**src/rtl/spi_reg_pkg.sv**
```systemverilog
// rtl/spi_reg_pkg.sv - shared state encoding and default sizes for the SPI register controller
package spi_reg_pkg;

  localparam int SPI_ADDRSZ  = 7;
  localparam int SPI_PAYLOAD = 8;
  localparam int SPI_NREGS   = 16;

  typedef enum logic [2:0] {
    ST_IDLE,
    ST_RD_FETCH,
    ST_RD_HOLD,
    ST_WR_WAIT,
    ST_WR_COMMIT,
    ST_DRAIN
  } spi_reg_state_t;

endpackage

```
**src/rtl/reg_bank.sv**
```systemverilog
// rtl/reg_bank.sv - single-port flop register bank with registered read and out-of-range flag
module reg_bank
  import spi_reg_pkg::*;
#(
  parameter int addrsz  = SPI_ADDRSZ,
  parameter int payload = SPI_PAYLOAD,
  parameter int nregs   = SPI_NREGS
) (
  input  logic               clk,
  input  logic               reset,
  input  logic               we,
  input  logic [addrsz-1:0]  addr,
  input  logic [payload-1:0] wdata,
  output logic [payload-1:0] rdata,
  output logic               oob
);

  localparam int IDXW = (nregs > 1) ? $clog2(nregs) : 1;

  logic [payload-1:0] r_mem [nregs];
  logic [IDXW-1:0]    w_idx;

  // Compare on the full address width so high addresses never alias into the bank.
  assign oob   = ({1'b0, addr} >= (addrsz + 1)'(nregs));
  assign w_idx = addr[IDXW-1:0];

  always_ff @(posedge clk) begin
    if (reset) begin
      for (int i = 0; i < nregs; i++) begin
        r_mem[i] <= '0;
      end
      rdata <= '0;
    end else begin
      if (we && !oob) begin
        r_mem[w_idx] <= wdata;
      end
      rdata <= oob ? '0 : r_mem[w_idx];
    end
  end

endmodule

```
**src/rtl/spi_reg_ctrl.sv**
```systemverilog
// rtl/spi_reg_ctrl.sv - sequences spi_slave transactions into a register bank shared with a core port
module spi_reg_ctrl
  import spi_reg_pkg::*;
#(
  parameter int addrsz  = SPI_ADDRSZ,
  parameter int payload = SPI_PAYLOAD,
  parameter int nregs   = SPI_NREGS
) (
  input  logic               clk,
  input  logic               reset,
  input  logic [addrsz-1:0]  spi_addr,
  input  logic               spi_addr_dv,
  input  logic               spi_rw,
  input  logic [payload-1:0] spi_rx_d,
  input  logic               spi_rxdv,
  output logic [payload-1:0] spi_tx_d,
  output logic               spi_tx_en,
  input  logic               core_req,
  input  logic               core_we,
  input  logic [addrsz-1:0]  core_addr,
  input  logic [payload-1:0] core_wdata,
  output logic               core_gnt,
  output logic               core_rvalid,
  output logic [payload-1:0] core_rdata,
  output logic               spi_wr_pulse,
  output logic               spi_err,
  output logic               busy
);

  spi_reg_state_t     r_state, w_next;
  logic               r_dv_q, r_rxdv_q;
  logic [addrsz-1:0]  r_addr_q;
  logic               r_tx_first;
  logic [payload-1:0] r_tx_d;
  logic               r_core_rvalid;

  logic               w_dv_re, w_dv_fe, w_rxdv_re;
  logic               w_spi_owns, w_core_gnt;
  logic               w_bank_we, w_oob;
  logic [addrsz-1:0]  w_bank_addr;
  logic [payload-1:0] w_bank_wdata, w_bank_rdata;
  logic               w_tx_en, w_busy, w_wr_pulse, w_err;

  assign w_dv_re   = spi_addr_dv & ~r_dv_q;
  assign w_dv_fe   = ~spi_addr_dv & r_dv_q;
  assign w_rxdv_re = spi_rxdv & ~r_rxdv_q;

  assign w_spi_owns   = (r_state == ST_RD_FETCH) || (r_state == ST_WR_COMMIT);
  assign w_core_gnt   = core_req & ~w_spi_owns & ~reset;
  assign w_bank_addr  = w_spi_owns ? r_addr_q : core_addr;
  assign w_bank_we    = (r_state == ST_WR_COMMIT) | (w_core_gnt & core_we);
  assign w_bank_wdata = (r_state == ST_WR_COMMIT) ? spi_rx_d : core_wdata;

  reg_bank #(
    .addrsz (addrsz),
    .payload(payload),
    .nregs  (nregs)
  ) u_bank (
    .clk  (clk),
    .reset(reset),
    .we   (w_bank_we),
    .addr (w_bank_addr),
    .wdata(w_bank_wdata),
    .rdata(w_bank_rdata),
    .oob  (w_oob)
  );

  always_comb begin
    w_next     = r_state;
    w_tx_en    = 1'b0;
    w_busy     = (r_state != ST_IDLE);
    w_wr_pulse = 1'b0;
    w_err      = 1'b0;
    case (r_state)
      ST_IDLE: begin
        if (w_dv_re) w_next = spi_rw ? ST_RD_FETCH : ST_WR_WAIT;
      end
      ST_RD_FETCH: begin
        w_err  = w_oob;
        w_next = ST_RD_HOLD;
      end
      ST_RD_HOLD: begin
        w_tx_en = 1'b1;
        if (w_dv_fe) w_next = ST_IDLE;
      end
      ST_WR_WAIT: begin
        // A data strobe arriving with the closing edge still commits.
        if (w_rxdv_re)    w_next = ST_WR_COMMIT;
        else if (w_dv_fe) w_next = ST_IDLE;
      end
      ST_WR_COMMIT: begin
        w_wr_pulse = ~w_oob;
        w_err      = w_oob;
        w_next     = spi_addr_dv ? ST_DRAIN : ST_IDLE;
      end
      ST_DRAIN: begin
        if (w_dv_fe) w_next = ST_IDLE;
      end
      default: w_next = ST_IDLE;
    endcase
  end

  always_ff @(posedge clk) begin
    if (reset) begin
      r_state       <= ST_IDLE;
      r_dv_q        <= 1'b0;
      r_rxdv_q      <= 1'b0;
      r_addr_q      <= '0;
      r_tx_first    <= 1'b0;
      r_tx_d        <= '0;
      r_core_rvalid <= 1'b0;
    end else begin
      r_state       <= w_next;
      r_dv_q        <= spi_addr_dv;
      r_rxdv_q      <= spi_rxdv;
      if (r_state == ST_IDLE && w_dv_re) r_addr_q <= spi_addr;
      r_tx_first    <= (r_state == ST_RD_FETCH);
      if (r_tx_first) r_tx_d <= w_bank_rdata;
      r_core_rvalid <= w_core_gnt & ~core_we;
    end
  end

  // The fetched value sits in the bank read register for one cycle only; latch it so
  // core reads during RD_HOLD cannot disturb what the slave samples.
  assign spi_tx_d     = reset ? '0 : (r_tx_first ? w_bank_rdata : r_tx_d);
  assign spi_tx_en    = w_tx_en & ~reset;
  assign core_gnt     = w_core_gnt;
  assign core_rvalid  = r_core_rvalid & ~reset;
  assign core_rdata   = reset ? '0 : w_bank_rdata;
  assign spi_wr_pulse = w_wr_pulse & ~reset;
  assign spi_err      = w_err & ~reset;
  assign busy         = w_busy & ~reset;

endmodule
```
**config.mk**
```make
export PLATFORM = sky130hd
export DESIGN_NAME = spi_reg_ctrl
export DESIGN_NICKNAME = d
export VERILOG_FILES = /design/src/rtl/spi_reg_pkg.sv /design/src/rtl/reg_bank.sv /design/src/rtl/spi_reg_ctrl.sv
export SDC_FILE = /design/constraint.sdc
export NUM_CORES = 1
export LEC_CHECK = 0
export BUFFER_PORTS_ARGS = -buffer_cell sky130_fd_sc_hd__buf_2
export CORE_ASPECT_RATIO = 1.5
export CORE_MARGIN = 1.5
export CORE_UTILIZATION = 53
export CTS_BUF_LIST = sky130_fd_sc_hd__clkbuf_2
export CTS_CLUSTER_DIAMETER = 120
export DETAILED_ROUTE_END_ITERATION = 12
export GPL_TIMING_DRIVEN = 0
export PLACE_DENSITY_LB_ADDON = 0.1
export SLEW_MARGIN = 25
export SYNTH_ARGS = -nofsm -noshare
export SYNTH_HDL_FRONTEND = slang
export SYNTH_HIERARCHICAL = 1
export SYNTH_SLANG_ARGS = --single-unit
```
**constraint.sdc**
```tcl
create_clock -name clk -period 3.2 [get_ports clk]
set_input_delay 0.64 -clock clk [delete_from_list [all_inputs] [get_ports clk]]
set_output_delay 0.64 -clock clk [all_outputs]
set_load 0.02 [all_outputs]
```
Word level (Yosys, flattened, before mapping)
Memories as Yosys holds them, arrays and structs flattened. A register that Yosys moved wholly into a read port is not among the register bits.
Cells that the tools add are included.
{ "word_totals": {"output_inout_bits": 22, "input_bits": 37, "reg_bits": 22, "elab_cells": 67, "rom_bits": 0, "latch_bits": 0, "memories": 1, "ram_bits": 128} }
{ "memory_table": {"columns": ["name", "words", "word_bits", "rd", "rd_clocked_by_memory_dff", "wr", "line", "rtl"], "rows": [
  ["u_bank.r_mem", 16, 8, 1, 1, 16, "reg_bank.sv:20", "logic [payload-1:0] r_mem [nregs];"]
]} }
{ "classes": {"shift": 0, "n_addsub": 0, "mul": 0, "n_eq_ne": 6, "bitwise_logic": 20, "mux": 22, "n_lt_le_gt_ge": 1, "n_reduce_logical": 10, "n_div": 0} }
{ "op_table": {"columns": ["cell", "count"], "rows": [
  ["2-to-1 mux 8 bit", 5],
  ["case mux 3 bit (5 select lines)", 1],
  ["AND 1 bit", 12],
  ["2-to-1 mux 3 bit", 4],
  ["2-to-1 mux 1 bit", 9],
  ["OR reduction 8 bit", 1],
  ["greater-or-equal comparator 7 x 5 -> 1 bit (second input constant)", 1],
  ["2-to-1 mux 7 bit", 1],
  ["inverter 1 bit", 7],
  ["== test 3 x 2 -> 1 bit (second input constant)", 2],
  ["== test 3 bit (second input constant)", 2],
  ["OR reduction 2 bit", 3],
  ["2-to-1 mux 4 bit", 1],
  ["== test 3 x 1 -> 1 bit (second input constant)", 1],
  ["zero test 3 bit", 1],
  ["nonzero test 3 bit", 1],
  ["logical AND 1 bit", 2],
  ["2-to-1 mux 2 bit", 1],
  ["!= test 2 bit (second input constant)", 1],
  ["zero test 1 bit", 1],
  ["logical OR 1 bit", 1],
  ["bitwise OR 1 bit", 1]
]} }

Depth between registers and ports, before layout
Gate-level depths: netlist of run 1.
{ "depth": {"ltp_word": 13, "ltp_mapped": 12, "mapped_depth_nobuf": 7} }

By module
Netlist of run 1, hierarchy kept.
{ "by_module_without_submodules": {"columns": ["mod", "area_each_um2", "cells_each", "instances", "seq_area_each_um2"], "rows": [
  ["reg_bank", 6332.3, 402, 1, 4003.8],
  ["spi_reg_ctrl", 1227.4, 129, 1, 440.4]
]} }

Worst setup path after synthesis of run 1
No wires, ideal clock.
{ "synth_timing": {"kind": "input to register", "from": "in reset", "to": "mem u_bank/r_mem[4][0] in the netlist's numbering (enable)", "path_buffers": 1, "cell_stages": 8, "required_time_ns": 2.871, "setup_time_ns": 0.329, "setup_slack_ns": 0.024, "arrival_time_ns": 2.847, "cell_sequence": "nand2b_1 -> a21oi_1 -> a21o_1 -> or4b_4 -> or3b_1 -> buf_6 -> nor4_4 -> or2_1"} }
{ "synth_lines": {"columns": ["item", "line", "rtl"], "rows": [
  ["from (decl)", "spi_reg_ctrl.sv:10", "input logic reset,"],
  ["to (decl)", "reg_bank.sv:20", null]
]} }

Worst setup path in the final report of run 1
{ "layout_timing": {"from": "reg r_state[0]", "to": "out spi_wr_pulse"} }
{ "layout_between": {"elab_chain_cells": 7, "elab_cells_between_ends": 8, "cone_classes": "order compare: 1; eq/ne: 2; mux: 2; bitwise: 2; reduce/logical: 1"} }
{ "layout_lines": {"columns": ["item", "line", "rtl"], "rows": [
  ["from (decl)", "spi_reg_ctrl.sv:30", "spi_reg_state_t r_state, w_next;"],
  ["from (signal assigned)", "spi_reg_ctrl.sv:113", "r_state <= w_next;"],
  ["== test 3 x 1 -> 1 bit / == test 3 bit (equally long branches)", "spi_reg_ctrl.sv:48", "assign w_spi_owns = (r_state == ST_RD_FETCH) || (r_state == ST_WR_COMMIT);"],
  ["logical OR 1 bit (*)", "spi_reg_ctrl.sv:48", null],
  ["2-to-1 mux 7 bit (*)", "spi_reg_ctrl.sv:50", "assign w_bank_addr = w_spi_owns ? r_addr_q : core_addr;"],
  ["net w_bank_addr[5]", "spi_reg_ctrl.sv:40", "logic [addrsz-1:0] w_bank_addr;"],
  ["greater-or-equal comparator 7 x 5 -> 1 bit (*)", "reg_bank.sv:24", "assign oob = ({1'b0, addr} >= (addrsz + 1)'(nregs));"],
  ["net w_oob", "spi_reg_ctrl.sv:39", "logic w_bank_we, w_oob;"],
  ["inverter 1 bit (*)", "spi_reg_ctrl.sv:92", "w_wr_pulse = ~w_oob;"],
  ["2-to-1 mux 1 bit (*)", "spi_reg_ctrl.sv:74", "case (r_state)"],
  ["AND 1 bit (*)", "spi_reg_ctrl.sv:130", "assign spi_wr_pulse = w_wr_pulse & ~reset;"],
  ["to (decl)", "spi_reg_ctrl.sv:25", "output logic spi_wr_pulse,"]
]} }
The timed path passes the listed nets; every way through them passes the cells marked *.

==> results.md, run 1 <==
- First-pass DRT Iterations: 4
- Start-to-end type of the worst setup path: reg2out
- Final #Nets: 659
- Final routed DRC violation total: 0
- Pwr/cell area: 476 nW/um^2
- Cell row count: 53
- Die X: 101 um
- Fin. max-slew vios: 0
- Max frequency: 300 MHz
- Top post-synthesis cells by area: edfxtp_1 (51%), and2_1 (11%), mux4_2 (9.5%)
- EDFF count, synth: 128
- Worst R2R Path Depth: 9
- Die footprint: 15000 um^2
- Hold Crit Start: spi_addr[2]
- GR Util All Layers: 24.2%
- TritonCTS Buffers: 17
- Pre-CTS WS: -0.440 ns
- Reg2Reg Capture Point: u_bank/r_mem[4][4]$_SDFFCE_PN0P_
- Clock Path Buffers: 2
- Boundary Pins: 59
- Asr flop ratio synth: 0%
- Static leakage: 0.00332 uW
- Synth top cells by count: and2_1 (129), edfxtp_1 (128), mux4_2 (32), dfxtp_1 (30), clkbuf_1 (21)
- Multi-input gate area: 2950 um^2
- Final hold viol count: 0
- DRT iter0 DRCs: 299
- CP Launch Type: flip-flop
- Routability Congestion: 0.859
- Post-synth top flop: edfxtp_1
- Leading area contributor after synthesis: edfxtp_1
- Final instance area: 8510 um^2
- Mapped Cells: 531
- Critical path's largest stage delay: 0.43 ns
- Avg Inst Size Synth: 14.2 um^2
- Unique cell type count in the Yosys netlist: 42
- Power, Total: 4050 uW
- Port buffer count: 58
- Worst VDD drop: 204 uV
- Initial antenna violation count: 1
- Worst-path maximum fanout: 5
- Seq. cell area: 4450 um^2
- Flops & latches, synth: 158
- Placed Area: 8090 um^2
- Post-route setup slack: -0.131 ns
- Post-synth top area share: 50.8%
- Initial Utilization: 54.0%
- Mapped Area: 7560 um^2
- Hold depth: 3
- DR vias/cell: 5.54
- Die Span Y: 149 um
- Root Driver: clkbuf_2
- Critical path capture point type: output port
- Area Overhead vs Synth: 12.6%
- Clock Latency Late Sink: 0.73 ns
- Global-route wire length before repair: 26100 um
- Placed insts: 781
- Worst EP required: 2.56 ns
- Least-Margin Pin Slew: 0.571 ns
- Status: finished, violations left
- Yosys warnings: 6
- Arrival time at the worst endpoint: 2.69 ns
- CORE AREA: 14000 um^2
- Count of max-cap constraint violations: 0
- DP HPWL: 12100 um
- Worst Hold Class: in2reg
- Min cycle time layout: 3.33 ns
- Antenna Nets Post-Route: 0
- Reg2reg setup slack: 0.02 ns
- Worst-path clk slew: 0.27 ns
- Most frequent cell after synthesis: and2_1
- Finished Layout Cells: 828
- Ratio of cells with drive above 1 in the final layout: 35.1%
- Reg-to-Reg Start: r_state[0]$_SDFFE_PP0P_
- Final setup viols: 2
- CTS tree: yes
- RSZ-0062 raised after global routing: true
- Slew HR: 62.0%
- WHS Endpoint: r_addr_q[2]$_SDFFE_PP0P_
- Routed WL: 16900 um
- Routed via count: 4583
- H-tree Lvls: 4
- Final Skew: 0.0400 ns
- Fillers: 1140
- Crit-path cells: xor2_2, and2_4, buf_6, mux2_4, or3_4, nor3b_2, buf_4
- CP max-delay cell: dfxtp_2
- Failing checks: setup timing
- Routed WL per cell: 20.5 um
- Grt total ovfl: 0
- Pin count of the biggest net entering global routing: 18
- Post-Syn Nets: 568
- CTS Sinks: 158
- Register area share after synthesis: 58.8%
- Fin crit share: 104%
- Setup TNS: -0.258 ns
- Vias in the first global route: 4691
[report_power, final]
group | switching [uW] | internal (uW) | leakage [uW] | total (uW)
registers | 29.5 | 2290 | 0.00157 | 2320
logic | 376 | 296 | 0.00162 | 672
clock network | 808 | 250 | 0.000137 | 1060
[worst max-delay path, delay by kind of cell, from the launching register on]
family                    cells  cell delay, ns
and+or+nand+nor               3            0.77
muxes                         1            0.31
DFF                           1            0.43
buffers and inverters         2            0.29
xor gates and xnor gates      1            0.17
[layout by cell type (no fill, tap or decap), types with 3 or more instances in the layout]
master,Yosys,final
mux2i_1,16,16
inv_6,0,6
nand3_1,8,8
mux2_2,8,8
buf_6,4,4
o21ai_0,14,13
nor3_1,3,3
a21oi_1,19,19
or2_2,5,5
dfxtp_2,0,3
nor2_1,13,13
clkbuf_2,0,17
nor3_4,10,10
or3_1,3,3
and2_1,129,128
nor2b_1,13,13
buf_4,6,23
clkbuf_1,21,18
and3_1,5,3
nand2b_1,5,5
mux4_2,32,32
edfxtp_1,128,128
mux2_4,15,15
buf_2,8,64
inv_1,3,3
inv_8,0,5
dfxtp_1,30,27
or2_4,0,12
[logic make-up after synthesis]
| group | synth area share (%) |
|---|---|
| mux | 15.8 |
| xor+xnor | 0.116 |
| buf+inv | 2.96 |
| simple gates | 19.4 |
| flops | 58.8 |
| compound gates | 2.91 |
[cell type report]
type	count	area share, %
flip-flops and latches	158	52.3
multi-input cells	330	34.6
repair buffers	77	5.19
well taps	192	2.82
plain buffers	34	2.22
clock inverters	15	1.66
clock buffers	17	1.00
inverters	4	0.176
diodes	1	0.0294
[metal layers]
layer  routed length [um]  global-route usage (%)  vias to the layer above
li1                     -                       -                     2125
met1                 6520                    29.0                     2242
met2                 8760                    41.6                      175
met3                  900                    4.87                       41
met4                  760                    12.0                        0
met5                    0                       0                        -
[flip-flops by register name (all words and copies together) (netlist names)]
signal,cells
r_tx_first,1
r_addr_q,7
r_state,3
u_bank/r_mem,128
r_core_rvalid,1
r_rxdv_q,1
r_tx_d,8
r_dv_q,1
u_bank/rdata,8
[worst max path at each step]
stage	to	start	depth (start not counted)	slack, ns
finish	spi_wr_pulse	r_state[0]$_SDFFE_PP0P_	7	-0.13
global route	spi_wr_pulse	r_state[2]$_SDFFE_PP0P_	7	-0.30
CTS	spi_wr_pulse	r_state[0]$_SDFFE_PP0P_	8	-0.27
detailed placement	u_bank/r_mem[15][1]$_SDFFCE_PN0P_	r_state[0]$_SDFFE_PP0P_	10	-0.44
global placement	u_bank/r_mem[15][1]$_SDFFCE_PN0P_	r_state[0]$_SDFFE_PP0P_	10	-0.37
floorplan	u_bank/r_mem[4][0]$_SDFFCE_PN0P_	reset	8	0.02
[timing repair]
item | CTS | global route
endpoints found under the hold margin | 0 | 1
buffers inserted | 14 | 3
resized for setup | 27 | 4
endpoints found under the setup margin | 150 | 77
pin swaps | 19 | 6
hold buffers | 0 | 1
gates cloned | 1 | 0
[per-stage QoR]
| stage | utilization (%) | hold WS [ns] |
|---|---|---|
| 2_1_floorplan | - | 0.453 |
| 3_3_place_gp | 57.8 | 0.461 |
| 3_5_place_dp | 57.8 | 0.470 |
| 4_1_cts | 60.7 | 0.00597 |
| 5_1_grt | 60.8 | 0.0241 |
| 6_report | 60.8 | 0.125 |
No activity file was read; power rests on OpenSTA's default activity.
==> inputs of run 2 (changes only) <==
- SYNTH_HIERARCHICAL: 1 -> default
==> run 2 against run 1 <==
Effect of this change: sequential share of layout area shrank 7.6 points; non-clock buffer count grew 44; highest routed layer is now met5; synthesized area increased by 20%; critical path depth rose by 1; total power up 12%; worst setup slack gained 0.18 ns; flip-flop and latch count unchanged; the flow now finishes without violations; hold slack got worse by 0.059 ns.
==> results.md, run 2 <==
- CP top delay family: buffers and inverters
- Crit-path cells: buf_4, xnor2_4, clkbuf_1, clkbuf_1, a211oi_1, a311oi_1, o22ai_1, o41a_1
- Pwr/cell area: 454 nW/um^2 (-4.5%)
- Top reg by flops: u_bank.r_mem
- Routed WL per cell: 22.1 um (+8.0%)
- Avg Inst Size Synth: 9.51 um^2 (-33%)
- Ratio of cells with drive above 1 in the final layout: 12.5% (-23 points)
- Die footprint: 18000 um^2 (+20%)
- CP max-delay cell: o41a_1
- Min cycle time layout: 3.15 ns (-0.184 ns)
- Fillers: 1514 (+33%)
- CP most frequent cell: clkbuf_1
- Post-synth top area share: 42.2% (-8.6 points)
- Seq. cell area: 4440 um^2 (about the same)
- Multi-input gate area: 4260 um^2 (+45%)
- Least-Margin Pin Slew: 0.952 ns (+0.381 ns)
- Pin count of the biggest net entering global routing: 20 (+2)
- Unique cell type count in the Yosys netlist: 47 (+12%)
- Fin. max-slew vios: 0 (unchanged)
- Global-route wire length before repair: 41700 um (+60%)
- CORE AREA: 16800 um^2 (+20%)
- CP Launch Type: flip-flop
- Clock Path Buffers: 2 (unchanged)
- Post-synthesis simple-gate area fraction: 22.9% (+3.5 points)
- Cell row count: 58 (+9.4%)
- Top flop regs: u_bank.r_mem (128), r_tx_d (8), u_bank.rdata (8)
- Yosys warnings: 0 (-6)
- TritonCTS Buffers: 17 (unchanged)
- Setup TNS: 0 ns (+0.258 ns)
- Top post-synthesis cells by area: edfxtp_1 (42%), nand2b_1 (10%), dfxtp_1 (6.6%)
- Multiplexer share of the synthesized area: 2.69% (-13 points)
- Commonest non-fill, non-tap cell in the layout: nand2b_1
- Adder-cell share of the synthesized area: 0% (unchanged)
- Mapped Area: 9100 um^2 (+20%)
- Largest family of logic cells by synthesized area: simple AND/OR/NAND/NOR gates
- Slew HR: 34.7% (-27 points)
- Initial antenna violation count: 4 (+3)
- Routability Congestion: 0.916 (+6.7%)
- Final hold viol count: 0 (unchanged)
- Start-to-end type of the worst setup path: reg2reg
- RSZ-0062 raised after global routing: true
- Register area share after synthesis: 48.8% (-10 points)
- CTS Sinks: 158 (unchanged)
- Worst EP required: 3.85 ns (+1.29 ns)
- Critical path capture point type: flip-flop
- Arrival time at the worst endpoint: 3.79 ns (+1.10 ns)
- Worst Hold Class: in2reg
- Compound-Gate Fraction of Synth Area: 20.4% (+17 points)
- Routed via count: 7954 (+74%)
- Worst-path maximum fanout: 10 (+5)
- Critical path's largest stage delay: 0.55 ns (+0.12 ns)
- Synth top cells by count: nand2b_1 (146), nor2_1 (144), edfxtp_1 (128), clkbuf_1 (72), a21oi_1 (69)
- Static leakage: 0.00334 uW (+0.53%)
- Worst-path clk slew: 0.26 ns (about the same)
- EDFF count, synth: 128 (unchanged)
- Flops & latches, synth: 158 (unchanged)
- Placed insts: 1225 (+57%)
- Die X: 110 um (+9.4%)
- Final routed DRC violation total: 0 (unchanged)
- Asr flop ratio synth: 0% (unchanged)
- Root Driver: clkbuf_2
- Flip-flop count of the largest register after layout: 128 (unchanged)
- XOR/XNOR Fraction of Synth Area: 0.605% (+0.49 points)
- H-tree Lvls: 4 (unchanged)
- Antenna Nets Post-Route: 0 (unchanged)
- Final Skew: 0.0451 ns (+0.00512 ns)
- Most frequent cells in the layout: nand2b_1 (145), nor2_1 (144), edfxtp_1 (128)
- Leading area contributor after synthesis: edfxtp_1
- Post-Syn Nets: 994 (+75%)
- Vias in the first global route: 7438 (+59%)
- DRT iter0 DRCs: 719 (+140%)
- Port buffer count: 58 (unchanged)
- Grt total ovfl: 0 (unchanged)
- Finished Layout Cells: 1259 (+52%)
- Fin crit share: 98.3% (-5.7 points)
- Power, Total: 4520 uW (+12%)
- Most frequent cell after synthesis: nand2b_1
- Final #Nets: 1071 (+63%)
- Max frequency: 318 MHz (+5.8%)
- DR vias/cell: 6.32 (+14%)
- Routed WL: 27800 um (+64%)
- Area Overhead vs Synth: 9.25%
- First-pass DRT Iterations: 7 (+3)
- Status: completed
- Boundary Pins: 59 (unchanged)
- Die Span Y: 163 um (+9.5%)
- Initial Utilization: 54.3% (+0.26 points)
- GR Util All Layers: 31.7% (+7.5 points)
- Clock Latency Late Sink: 0.78 ns (+0.05 ns)
- Mapped Cells: 957 (+80%)
- DP HPWL: 19600 um (+62%)
- Final setup viols: 0 (-2)
- Post-synth top flop: edfxtp_1
- Final Hold Slack: 0.0665 ns (-0.0585 ns)
- Count of max-cap constraint violations: 0 (unchanged)
- CTS tree: yes
- Buf+Inv Stages, Crit Path: 3 (+1)
- Worst VDD drop: 280 uV (+38%)
==> run 2: worst min-delay path, cell delays in order <==
cell	delay [ns]
buf_2	0.08
mux2i_1	0.05
nor2_1	0.07
==> run 2: path summary, 6_finish.rpt <==
kind                                         startpoint                          to  slack, ns  cells past startpoint
worst max-delay path            r_state[0]$_SDFFE_PP0P_  u_bank.rdata[1]$_SDFF_PP0_       0.05                      8
worst min-delay path                        spi_addr[5]    r_addr_q[5]$_SDFFE_PP0P_       0.07                      3
worst max register to register  r_state[0]$_SDFFE_PP0P_  u_bank.rdata[1]$_SDFF_PP0_       0.05                      8
worst min register to register        r_tx_d[4]$_DFF_P_           r_tx_d[4]$_DFF_P_       0.53                      2
==> run 2: layout make-up <==
type                    count  share of cell area (%)
flip-flops and latches    158                    44.7
multi-input cells         699                    42.9
plain buffers              95                    4.10
repair buffers             60                    3.10
well taps                 210                    2.64
clock inverters            15                    1.59
clock buffers              17                   0.856
inverters                   3                   0.113
diodes                      2                  0.0503
==> run 2: cells by family (layout without fill, tap and decap cells) <==
family	after synthesis	after routing
flip-flops	158	158
AO/OA/AOI/OAI	261	261
AND/OR/NAND/NOR	412	412
buffers and inverters	100	190
XOR/XNOR	2	2
other	0	2
multiplexers	24	24
==> run 2: metal layers <==
metal	GRT usage [%]	vias to the layer above	wire [um]
met5	0	-	13
met1	38.3	3802	10700
met4	17.9	2	1330
met3	4.47	83	2010
li1	-	3678	-
met2	53.4	389	13800
==> run 2: report_power, final <==
part,internal (uW),switching [uW]
combinational,308,698
clock,376,793
sequential,2290,47.6
total,2980,1540
==> run 2: timing repair <==
| action | CTS | global route |
|---|---|---|
| pin swaps | 0 | 1 |
| hold endpoints to repair | 1 | 0 |
| endpoints found under the setup margin | 85 | 29 |
| hold buffers | 1 | 0 |
| buffers inserted | 0 | 1 |
| gates resized for setup | 8 | 7 |
==> run 2: metrics by stage <==
stage / setup WS, ns / util [%] / instance area [um^2]
2_1_floorplan: 0.620 / - / 9100
3_3_place_gp: -0.300 / 57.6 / 9650
3_5_place_dp: -0.277 / 57.6 / 9650
4_1_cts: 0.00773 / 59.2 / 9920
5_1_grt: -0.0554 / 59.3 / 9940
6_report: 0.0530 / 59.3 / 9940
==> inputs of run 3 (changes only) <==
- ABC_AREA: default -> 1
==> run 3 against run 2 <==
Effect of this change: synthesized cell count decreased by 11%; sequential power about the same; fmax increased by 6.0%; routed wire length decreased by 28%; combinational power about the same; clock power decreased by 10%; utilization about the same; via count decreased by 23%; die area decreased by 17%; hold slack improved by 0.067 ns; global-route usage decreased by 3.4 points; highest routed layer is now met4.
==> results.md, run 3 <==
- Final #Nets: 970 (-9.4%)
- Top post-synthesis cells by area: edfxtp_1 (51%), nand2_1 (15%), nor2_1 (8.9%)
- CP Launch Type: flip-flop
- Routed WL per cell: 18.0 um (-18%)
- Count of max-cap constraint violations: 0 (unchanged)
- Final instance area: 8260 um^2 (-17%)
- Final hold viol count: 0 (unchanged)
- Status: completed
- First-pass DRT Iterations: 5 (-2)
- Ratio of cells with drive above 1 in the final layout: 14.3% (+1.8 points)
- Final setup viols: 0 (unchanged)
- Start-to-end type of the worst setup path: reg2reg
- Die footprint: 14900 um^2 (-17%)
- Most frequent cells in the layout: nand2_1 (300), nor2_1 (179), edfxtp_1 (128)
- CTS tree: yes
- Flip-flop count of the largest register after layout: 128 (unchanged)
- Port buffer count: 58 (unchanged)
- Boundary Pins: 59 (unchanged)
- Combinational Power Share: 22.9% (+0.6 points)
- Antenna Nets Post-Route: 0 (unchanged)
- Post-route setup slack: 0.231 ns (+0.178 ns)
- Max frequency: 337 MHz (+6.0%)
- Final routed DRC violation total: 0 (unchanged)
- Worst Hold Class: in2reg
- Global-route wire length before repair: 30900 um (-26%)
- GR Util All Layers: 28.3% (-3.4 points)
- Utilization after layout: 59.3% (about the same)
- Post-Syn Nets: 892 (-10%)
- Least-Margin Pin Slew: 0.966 ns (+0.0144 ns)
- Crit-path cells: nor2_1, nand2_2, buf_2, mux2i_1, clkbuf_1, nor2_1
- Cell row count: 53 (-8.6%)
- H-tree Lvls: 4 (unchanged)
- Mapped Cells: 855 (-11%)
- Post-synth top area share: 51.1% (+8.9 points)
- Buf+Inv Stages, Crit Path: 2 (-1)
- Grt total ovfl: 0 (unchanged)
- Synth top cells by count: nand2_1 (300), nor2_1 (179), edfxtp_1 (128), nand3_1 (68), clkbuf_1 (32)
- Min cycle time layout: 2.97 ns (-0.178 ns)
- Fin crit share: 92.8% (-5.6 points)
- Die X: 100 um (-8.8%)
- Routability Congestion: 0.926 (+1.1%)
- Worst-path clk slew: 0.25 ns (about the same)
- Avg Inst Size Synth: 8.80 um^2 (-7.5%)
- Worst EP required: 3.63 ns (-0.22 ns)
- Commonest non-fill, non-tap cell in the layout: nand2_1
- Pin count of the biggest net entering global routing: 17 (-15%)
- Unique cell type count in the Yosys netlist: 29 (-38%)
- Top flop regs: u_bank.r_mem (128), r_tx_d (8), u_bank.rdata (8)
- DRT iter0 DRCs: 313 (-56%)
- Pint: 2870 uW (-3.7%)
- Sw frac: 34.9% (+0.80 points)
- Clock Path Buffers: 2 (unchanged)
- Top reg by flops: u_bank.r_mem
- Yosys warnings: 0 (unchanged)
- Area Overhead vs Synth: 9.85%
- Fin. max-slew vios: 0 (unchanged)
- Seq pwr share: 53.2% (+1.4 points)
- Post-CTS Setup Inserts: 0 (unchanged)
- CP max-delay cell: mux2i_1
- Routed WL: 20100 um (-28%)
- DP HPWL: 14900 um (-24%)
- Worst VDD drop: 336 uV (+20%)
- Clock Latency Late Sink: 0.70 ns (-0.08 ns)
- CTS Sinks: 158 (unchanged)
- Worst-path maximum fanout: 10 (unchanged)
- Net Sw Power: 1540 uW (-0.24%)
- EDFF count, synth: 128 (unchanged)
- RSZ-0062 raised after global routing: true
- Pwr/cell area: 533 nW/um^2 (+17%)
- Post-synth top flop: edfxtp_1
- CP most frequent cell: nor2_1
- Mapped Area: 7520 um^2 (-17%)
- Flops & latches, synth: 158 (unchanged)
- Root Driver: clkbuf_2
- Initial antenna violation count: 1 (-3)
- Placed Area: 8020 um^2 (-17%)
- Clock network power share: 23.9% (-2.0 points)
- Most frequent cell after synthesis: nand2_1
- CORE AREA: 13900 um^2 (-17%)
- Asr flop ratio synth: 0% (unchanged)
- Slew HR: 33.7% (-0.98 points)
- Vias in the first global route: 6108 (-18%)
- Arrival time at the worst endpoint: 3.40 ns (-0.39 ns)
- Final Skew: 0.0391 ns (-0.00604 ns)
- CP top delay family: buffers and inverters
- DR vias/cell: 5.50 (-13%)
- TritonCTS Buffers: 17 (unchanged)
- Pre-CTS WS: 0.181 ns (+0.457 ns)
- Critical path capture point type: flip-flop
- Static leakage: 0.00374 uW (+12%)
- Register area share after synthesis: 59.1% (+10 points)
- Die Span Y: 149 um (-8.9%)
- Routed via count: 6118 (-23%)
- Critical path's largest stage delay: 0.85 ns (+0.30 ns)
- Leading area contributor after synthesis: edfxtp_1
- Initial Utilization: 54.0% (-0.26 points)
## run 3: changes by cell type after synthesis, moves of 35 or more
cell,before,now
nand3_1,3,68
a311oi_1,64,0
nor2_1,144,179
a21oi_1,69,14
clkbuf_1,72,32
nand2b_1,146,0
a211oi_1,64,1
nand2_1,65,300
## run 3: power groups by stage
stage | Combinational, uW | Sequential [uW] | Clock [uW]
finish | 1010 | 2340 | 1050
detailed placement | 996 | 2390 | 0
CTS | 1000 | 2340 | 1070
global placement | 980 | 2380 | 0
global route | 1120 | 2350 | 1160
floorplan | 682 | 2370 | 0
## run 3: cell families (layout without fill, tap and decap cells)
kind of cell / after synthesis / after routing / synth area share (%)
buf+inv: 73 / 164 / 4.09
other cells: 0 / 1 / 0
mux: 8 / 8 / 1.06
simple gates: 578 / 578 / 32.9
flops: 158 / 158 / 59.1
compound gates: 38 / 38 / 2.84
## run 3: per-stage QoR
stage	TNS (ns)	hold slack [ns]	cells	power, uW
6_report	0	0.134	1112	4400
5_1_grt	-0.0173	0.0163	1112	4620
4_1_cts	0	0.0462	1111	4410
3_5_place_dp	0	0.454	1078	3380
3_3_place_gp	0	0.440	1078	3360
2_1_floorplan	0	0.430	855	3060
## run 3: worst register-to-register path, delay by kind of cell (launching register included)
kind          cells  cell delay (ns)
buf+inv           2             1.02
mux               1             0.85
flops             1             0.47
simple gates      3             0.36
## run 3: layer usage
| layer | GRT usage [%] | vias to the layer above | routed length, um |
|---|---|---|---|
| li1 | - | 2950 | - |
| met1 | 30.9 | 2908 | 7490 |
| met2 | 53.2 | 222 | 11000 |
| met3 | 4.87 | 38 | 1050 |
| met4 | 11.7 | 0 | 537 |
| met5 | 0 | - | 0 |
## run 3: what timing repair did
action | CTS | global route
endpoints found under the hold margin | 1 | 0
endpoints found under the setup margin | 0 | 7
resized for setup | 0 | 6
hold buffers | 1 | 0
## run 3: final timing paths
check | from | to | slack, ns | cells past startpoint
max | r_state[1]$_SDFFE_PP0P_ | u_bank.r_mem[1][2]$_SDFFCE_PN0P_ | 0.23 | 6
min | spi_rxdv | r_rxdv_q$_SDFF_PP0_ | 0.13 | 3
max reg2reg | r_state[1]$_SDFFE_PP0P_ | u_bank.r_mem[1][2]$_SDFFCE_PN0P_ | 0.23 | 6
min reg2reg | u_bank.rdata[0]$_SDFF_PP0_ | r_tx_d[0]$_DFF_P_ | 0.47 | 2
## run 3: area by class of cell
class / count / area [um^2]
antenna: 1 / 2.50
clock buffer: 18 / 90.1
buffer: 46 / 208
fill: 1272 / 5660
inverter: 27 / 101
clock inverter: 14 / 128
sequential: 158 / 4450
multi-input combinational: 624 / 2780
tap: 165 / 206
timing repair buffer: 59 / 300
